### src/rtl/digits_to_number.sv
// digits_to_number: sequential radix-BASE to binary converter.
// Walks the captured digits from most to least significant, one per clock,
// accumulating acc = acc*BASE + digit. The result registers hold their
// value between conversions and change only on completion or reset.
//
// Handshake: start is a level request, not a pulse. Raising it in IDLE
// captures the digits. Holding it high carries the conversion through to
// DONE, and DONE is held for as long as start stays high. Dropping start
// releases DONE, or aborts an unfinished conversion, and the FSM returns
// to IDLE on the next edge.
module digits_to_number #(
  parameter int BIT_DEPTH  = 8,
  parameter int NUM_DIGITS = 3,
  parameter int BASE       = 10
) (
  input  logic                            clk,
  input  logic                            reset_n,
  input  logic                            start,
  input  logic [NUM_DIGITS*BIT_DEPTH-1:0] digits,
  output logic [BIT_DEPTH-1:0]            number,
  output logic                            busy,
  output logic                            done,
  output logic                            overflow,
  output logic                            invalid,
  output logic [1:0]                      state_dbg
);

  localparam int IDX_W = (NUM_DIGITS > 1) ? $clog2(NUM_DIGITS) : 1;
  // Wide enough for (2^BD-1)*BASE + (2^BD-1) without loss.
  localparam int EW    = 2 * BIT_DEPTH + 1;

  localparam logic [1:0] S_IDLE  = 2'd0;
  localparam logic [1:0] S_ACCUM = 2'd1;
  localparam logic [1:0] S_DONE  = 2'd2;

  logic [1:0]                      state;
  logic [NUM_DIGITS*BIT_DEPTH-1:0] dig_q;
  logic [BIT_DEPTH-1:0]            acc;
  logic [IDX_W-1:0]                idx;
  logic                            ovf_acc;
  logic                            inv_acc;

  logic [BIT_DEPTH-1:0]            cur_digit;
  logic [EW-1:0]                   exact;
  logic                            step_ovf;
  logic                            step_inv;

  // Pick the digit addressed by idx from the captured vector.
  always_comb begin
    cur_digit = '0;
    for (int i = 0; i < NUM_DIGITS; i++) begin
      if (idx == IDX_W'(i)) cur_digit = dig_q[i*BIT_DEPTH +: BIT_DEPTH];
    end
  end

  // One Horner step at full precision, plus the sticky flag updates.
  always_comb begin
    exact    = EW'(acc) * EW'(BASE) + EW'(cur_digit);
    step_ovf = ovf_acc || (exact[EW-1:BIT_DEPTH] != '0);
    step_inv = inv_acc || (cur_digit >= BIT_DEPTH'(BASE));
  end

  // Control FSM, accumulator and result registers.
  always_ff @(posedge clk or negedge reset_n) begin
    if (!reset_n) begin
      state    <= S_IDLE;
      dig_q    <= '0;
      acc      <= '0;
      idx      <= '0;
      ovf_acc  <= 1'b0;
      inv_acc  <= 1'b0;
      number   <= '0;
      overflow <= 1'b0;
      invalid  <= 1'b0;
    end else begin
      case (state)
        S_IDLE: begin
          if (start) begin
            dig_q   <= digits;
            acc     <= '0;
            idx     <= IDX_W'(NUM_DIGITS - 1);
            ovf_acc <= 1'b0;
            inv_acc <= 1'b0;
            state   <= S_ACCUM;
          end
        end
        S_ACCUM: begin
          if (!start) begin
            // Abort: the previous completed result stays visible.
            state <= S_IDLE;
          end else begin
            acc     <= exact[BIT_DEPTH-1:0];
            ovf_acc <= step_ovf;
            inv_acc <= step_inv;
            idx     <= idx - IDX_W'(1);
            if (idx == '0) begin
              number   <= exact[BIT_DEPTH-1:0];
              overflow <= step_ovf;
              invalid  <= step_inv;
              state    <= S_DONE;
            end
          end
        end
        S_DONE: begin
          if (!start) state <= S_IDLE;
        end
        default: state <= S_IDLE;
      endcase
    end
  end

  // Status outputs decoded straight from the state register.
  always_comb begin
    busy      = (state == S_ACCUM);
    done      = (state == S_DONE);
    state_dbg = state;
  end

endmodule
### config.mk
export PLATFORM = sky130hd
export DESIGN_NAME = digits_to_number
export DESIGN_NICKNAME = d
export VERILOG_FILES = /design/src/rtl/digits_to_number.sv
export SDC_FILE = /design/constraint.sdc
export NUM_CORES = 1
export LEC_CHECK = 0
export BUFFER_PORTS_ARGS = -buffer_cell sky130_fd_sc_hd__buf_2
export CAP_MARGIN = 10
export CORE_MARGIN = 2
export CORE_UTILIZATION = 59
export CTS_BUF_LIST = sky130_fd_sc_hd__clkbuf_2
export DETAILED_ROUTE_END_ITERATION = 8
export PLACE_DENSITY = 0.87
export SLEW_MARGIN = 20
export SYNTH_ARGS = -nofsm -noshare
export SYNTH_HDL_FRONTEND = slang
export SYNTH_SLANG_ARGS = --single-unit
### constraint.sdc
create_clock -name clk -period 3 [get_ports clk]
set_input_delay 0 -clock clk [delete_from_list [all_inputs] [get_ports clk]]
set_output_delay 0 -clock clk [all_outputs]
set_load 0.01 [all_outputs]
## Word level (Yosys, flattened, before mapping)

Index checks and enable logic that the tools add are counted.

- Equality and inequality tests: 8
- $add $sub $neg: 2
- Div/mod/pow operators: 0
- Reductions and logical operators: 10
- Bitwise gates (word level): 0
- $lt $le $gt $ge: 1
- Multiply operators: 1
- Shift operators: 0
- Multiplexer cells: 19

Operators with widths:

| operator | count |
|---|---|
| 8-bit two-way mux | 5 |
| 8-bit one-hot mux with 2 select lines | 1 |
| 12-bit by 8-bit adder with 13-bit output | 1 |
| 2-bit two-way mux | 6 |
| 8-bit by 3-bit multiplier with 11-bit output, second input constant | 1 |
| 3-bit AND reduction | 3 |
| 9-bit nonzero test | 1 |
| 8-bit by 4-bit greater-or-equal comparator with 1-bit output, second input constant | 1 |
| 2-bit inequality test, second input constant | 3 |
| 2-bit one-hot mux with 3 select lines | 1 |
| 2-bit by 1-bit equality test with 1-bit output, second input constant | 2 |
| 2-bit equality test, second input constant | 2 |
| 2-bit zero test | 2 |
| 1-bit one-hot mux with 2 select lines | 2 |
| 2-bit one-hot mux with 2 select lines | 1 |
| 1-bit two-way mux | 3 |
| 3-bit by 2-bit inequality test with 1-bit output, second input constant | 1 |
| 1-bit logical OR | 2 |
| 2-bit AND reduction | 1 |
| 2-bit nonzero test | 1 |
| 2-bit by 1-bit subtractor with 2-bit output, second input constant | 1 |

- Bits of input ports: 27
- Bits in read-only memories: 0
- Logic and storage cells: 50
- Bits in writable memories: 0
- Memories: 0
- Output and inout port bits: 14
- Register bits after elaboration: 48
- Latch bits: 0

## Longest topological paths before layout

- Depth after elaboration: 9
- Mapped depth: 12
- Depth with buffers taken out: 12

## Least setup slack after synthesis

Ideal clock, no wire load.

- Path type: register -> register
- Start: reg idx[0]
- End: reg overflow
- Data required time: 2.870 ns
- Library setup time: 0.130 ns
- Setup slack: 0.346 ns
- Arrival time: 2.524 ns
- Cell stages (with the launch flop): 12
- Buffers on the path: 1
- Clock period less this slack: 2.654 ns
- Path through: dfrtp_1 ha_1 buf_2 a21oi_1 a2bb2oi_1 ha_1 fa_1 a21o_1 a21oi_2 o211ai_1 a2111oi_2 a21oi_1

- Longest elaborated chain between the ends: 7
- Elaborated cells on any way between the ends: 10
- Those cells by class: 1 x add/sub; 2 x eq/ne; 3 x mux; 4 x reduce/logical

RTL lines:

| what | line | RTL |
|---|---|---|
| from (decl) | 39 | `logic [IDX_W-1:0] idx;` |
| from (signal assigned) | 81 | `idx <= IDX_W'(NUM_DIGITS - 1);` |
| from (signal assigned) | 95 | `idx <= idx - IDX_W'(1);` |
| 2-bit zero test | 52, 96 |  |
| 8-bit two-way mux (3 in a row) | 52 | `if (idx == IDX_W'(i)) cur_digit = dig_q[i*BIT_DEPTH +: BIT_DEPTH];` |
| 12-bit by 8-bit adder with 13-bit output | 58 | `exact = EW'(acc) * EW'(BASE) + EW'(cur_digit);` |
| 9-bit nonzero test | 59 | `step_ovf = ovf_acc \|\| (exact[EW-1:BIT_DEPTH] != '0);` |
| 1-bit logical OR | 59 |  |
| to (signal assigned) | 98 | `overflow <= step_ovf;` |
| to (decl) | 23 | `output logic overflow,` |

Several ways; a longest one is shown, not always the timed one.
A chain may end at the register's enable or synchronous reset.

## Final worst setup path

Same ends and word-level chain as after synthesis.

==> out/summary.txt <==
===============================================================================
Max rail drop VDD                                                        521 uV
Final min period                                                        2.84 ns
Area of the die                                                        5030 um2
Fraction of final layout cells sized beyond drive strength 1              27.4%
Unrepaired setup endpoints after global routing                           false
Root Driver                                                            clkbuf_2
Hold_ws                                                               0.0643 ns
Kind of start point of the critical path                              flip-flop
Flop-to-flop setup slack                                                0.16 ns
Maximum number of pins on one net before global-route repair                 49
TritonCTS buffer count                                                        5
Total global-route track usage                                            24.8%
Setup TNS                                                                  0 ns
Post-CTS setup-driven buffer insertion count                                  0
Vias in the first global route                                             2079
Average size of a mapped cell                                          10.9 um2
Syn_nets                                                                    293
Classification of the worst setup path                             flip-flop to flip-flop
Area growth from synthesis to final layout                                21.0%
P_leak                                                                  1.52 nW
Total number of clock tree sinks                                             48
Logic depth of the worst register-to-register path                           11
Clock transition at the registers of the reported paths                 0.24 ns
Slew Viols, Final                                                             0
Aggregate routed wire length                                            5.73 mm
Post-layout utilization of the core                                       74.0%
Half-perimeter wire length of the detailed placement result             4.01 mm
Number of top-level pins                                                     41
Later-pin clock latency in the skew report                              0.44 ns
Slew at the pin with the worst max-slew slack                          0.594 ns
Synth Cell Area                                                        2650 um2
Initial antenna violation count                                               0
Horizontal die dimension                                                71.0 um
Share of Yosys cell area claimed by the top area cell type                45.4%
Core Rows                                                                    24
R2R Path End                                                       overflow$_DFFE_PN0P_
Final net count                                                             361
Antenna Violating Nets Remaining                                              0
Initial core utilization                                                  61.2%
Final Non-Filler Cells                                                      362
Height of the die                                                       71.0 um
Data arrival, critical path                                             3.17 ns
Type of element capturing the critical path                           flip-flop
Routed length per placed instance                                       15.8 um
Cell count after placement                                                  329
Cell area power density                                              983 nW/um2
Core Area                                                              4320 um2
Critical path peak fanout                                                     9
Post-placement setup slack                                             0.161 ns
Register area share after synthesis                                       45.4%
Number of endpoints with negative hold slack in the final report              0
Max transition margin                                                     60.4%
First-pass GRT wire length                                              9.61 mm
Final WS setup                                                         0.165 ns
Biggest area consumer among synthesized cells                           dfrtp_1
Run status                                                            completed
Number of iterations in the first detailed-routing pass                       4
Vias after detailed routing                                                2044
Highest clock rate                                                      353 MHz
Cell types with the largest area share after synthesis             dfrtp_1 (45%), mux2_2 (11%), ha_1 (10%)
Congestion Overflow GR                                                        0
Max-capacitance violation count                                               0
Launch point of the worst reg-to-reg path                          idx[0]$_DFFE_PN0P_
Number of port buffers                                                       40
Final worst-path cycle share                                              94.5%
Number of buffers on the longest clock path                                   2
CTS tree                                                                   done
Flip-flop and latch count after synthesis                                    48
Initial detailed-routing violation count                                    156
Start point of the critical path                                   idx[0]$_DFFE_PN0P_
Synth warn                                                                    0
Number of vias per cell                                                    5.65
Number of cells produced by synthesis                                       242
# DRC                                                                         0
Netlist cell types                                                           36
Type of the most critical hold path                                input port to async pin
Required @ worst endpoint                                               3.33 ns
Global placer's final weighted congestion                                 0.903
Inserted Diodes                                                               0
End point of the critical path                                     overflow$_DFFE_PN0P_
Final-report setup violation count                                            0
Fill cell total of the finished layout                                      292
Post-route clock skew                                                 0.0199 ns
Max H-tree Level                                                              2
===============================================================================
metal layers:
| metal | GRT usage, % | up-vias | share of wire (%) |
|---|---|---|---|
| li1 | - | 996 | - |
| met5 | 0 | - | 0 |
| met2 | 42.8 | 61 | 51 |
| met1 | 31.3 | 973 | 42 |
| met3 | 4.56 | 14 | 5.0 |
| met4 | 9.01 | 0 | 2.1 |
registers in the layout, indices dropped and copies added (netlist names):
signal,cells
invalid,1
idx,2
inv_acc,1
acc,8
number,8
state_dbg,2
ovf_acc,1
overflow,1
dig_q,24
area by class of cell:
cell class,count,area (um2),area share (%)
multi-input cells,177,1370,42.9
flip-flops and latches,48,1200,37.6
repair buffers,70,493,15.4
well taps,52,65.1,2.03
inverters,8,30.0,0.939
clock buffers,5,25.0,0.782
clock inverters,2,12.5,0.391
cells by family (layout without fill, tap and decap cells):
family | after synthesis | in the layout | share of synthesized area, %
AOI/OAI and AO/OA | 56 | 56 | 13.8
xor gates and xnor gates | 8 | 8 | 2.65
adders and majority gates | 24 | 24 | 11.9
buffers and inverters | 17 | 85 | 2.74
DFF | 48 | 48 | 45.4
muxes | 27 | 27 | 11.4
and+or+nand+nor | 62 | 62 | 12.0
worst max-delay path, stage by stage, from the launching register on:
cell and delay (ns):
dfrtp_1 0.44, inv_1 0.08, ha_1 0.33, nand3b_1 0.16, a2bb2oi_1 0.10, ha_1 0.23
fa_1 0.45, a21o_1 0.19, a21oi_2 0.17, o211ai_1 0.14, a2111oi_2 0.34, a21oi_1 0.11
cells in the final DEF (no fill, tap or decap), types with 2 or more instances in the layout:
master         netlist  final
a2111oi_2            2      2
a211oi_1             2      2
a21o_1               5      5
a21oi_1             15     15
a21oi_2              2      2
a2bb2oi_1            5      5
a31oi_1              5      5
buf_2                7     39
buf_4                0      5
clkbuf_2             0      5
dfrtp_1             48     47
dlygate4sd3_1        0     26
fa_1                 2      2
ha_1                22     22
inv_1                8      8
mux2_2              25     25
nand2_1             26     26
nand2b_1             2      2
nand3_1              3      3
nand3b_1             8      8
nor2_1               9      9
nor2b_1              6      6
nor3_1               3      3
o21ai_0              9      9
o21ai_1              7      7
xnor2_1              4      4
xor2_1               4      4
through the flow:
stage          cell area (um2)  total power (W)
6_report                  3200          0.00314
5_1_grt                   3200          0.00342
4_1_cts                   3200          0.00314
3_5_place_dp              2900          0.00286
3_3_place_gp              2900          0.00280
2_1_floorplan             2650          0.00239
worst min-delay path by stage:
stage	from	slack (ns)	end
after floorplan	reset_n	-0.30	acc[0]$_DFFE_PN0P_
final	reset_n	0.06	dig_q[16]$_DFFE_PN0P_
after CTS	reset_n	0.26	dig_q[11]$_DFFE_PN0P_
after global placement	start	0.23	state_dbg[1]$_DFFE_PN0P_
after detailed placement	digits[9]	0.23	dig_q[9]$_DFFE_PN0P_
after global routing	reset_n	0.10	dig_q[8]$_DFFE_PN0P_
cell usage after synthesis, drive strengths merged:
cell,n
nand3b,8
o21ai,16
nor3,3
xor2,4
or3,1
o21bai,1
inv,8
dfrtp,48
a31oi,5
nand3,5
nor2,10
mux2,26
a2bb2oi,5
buf,7
nand2b,2
and3,1
ha,22
a21oi,17
a22oi,1
a211oi,2
o22ai,1
a21o,5
nor2b,6
mux2i,1
xnor2,4
o211ai,1
clkbuf,2
nand2,26
fa,2
a2111oi,2
where the power goes:
part / internal [W] / switching [W] / leakage, nW
Combinational: 0.000812 / 0.00102 / 0.915
Clock: 0.0000512 / 0.000200 / 0.0248
Sequential: 0.000893 / 0.000170 / 0.583
what timing repair did:
action,in CTS,in global routing
endpoints found under the hold margin,73,0
endpoints found under the setup margin,0,1
gates resized for setup,0,1
hold buffers,26,0
(Power assumes the default switching activity.)
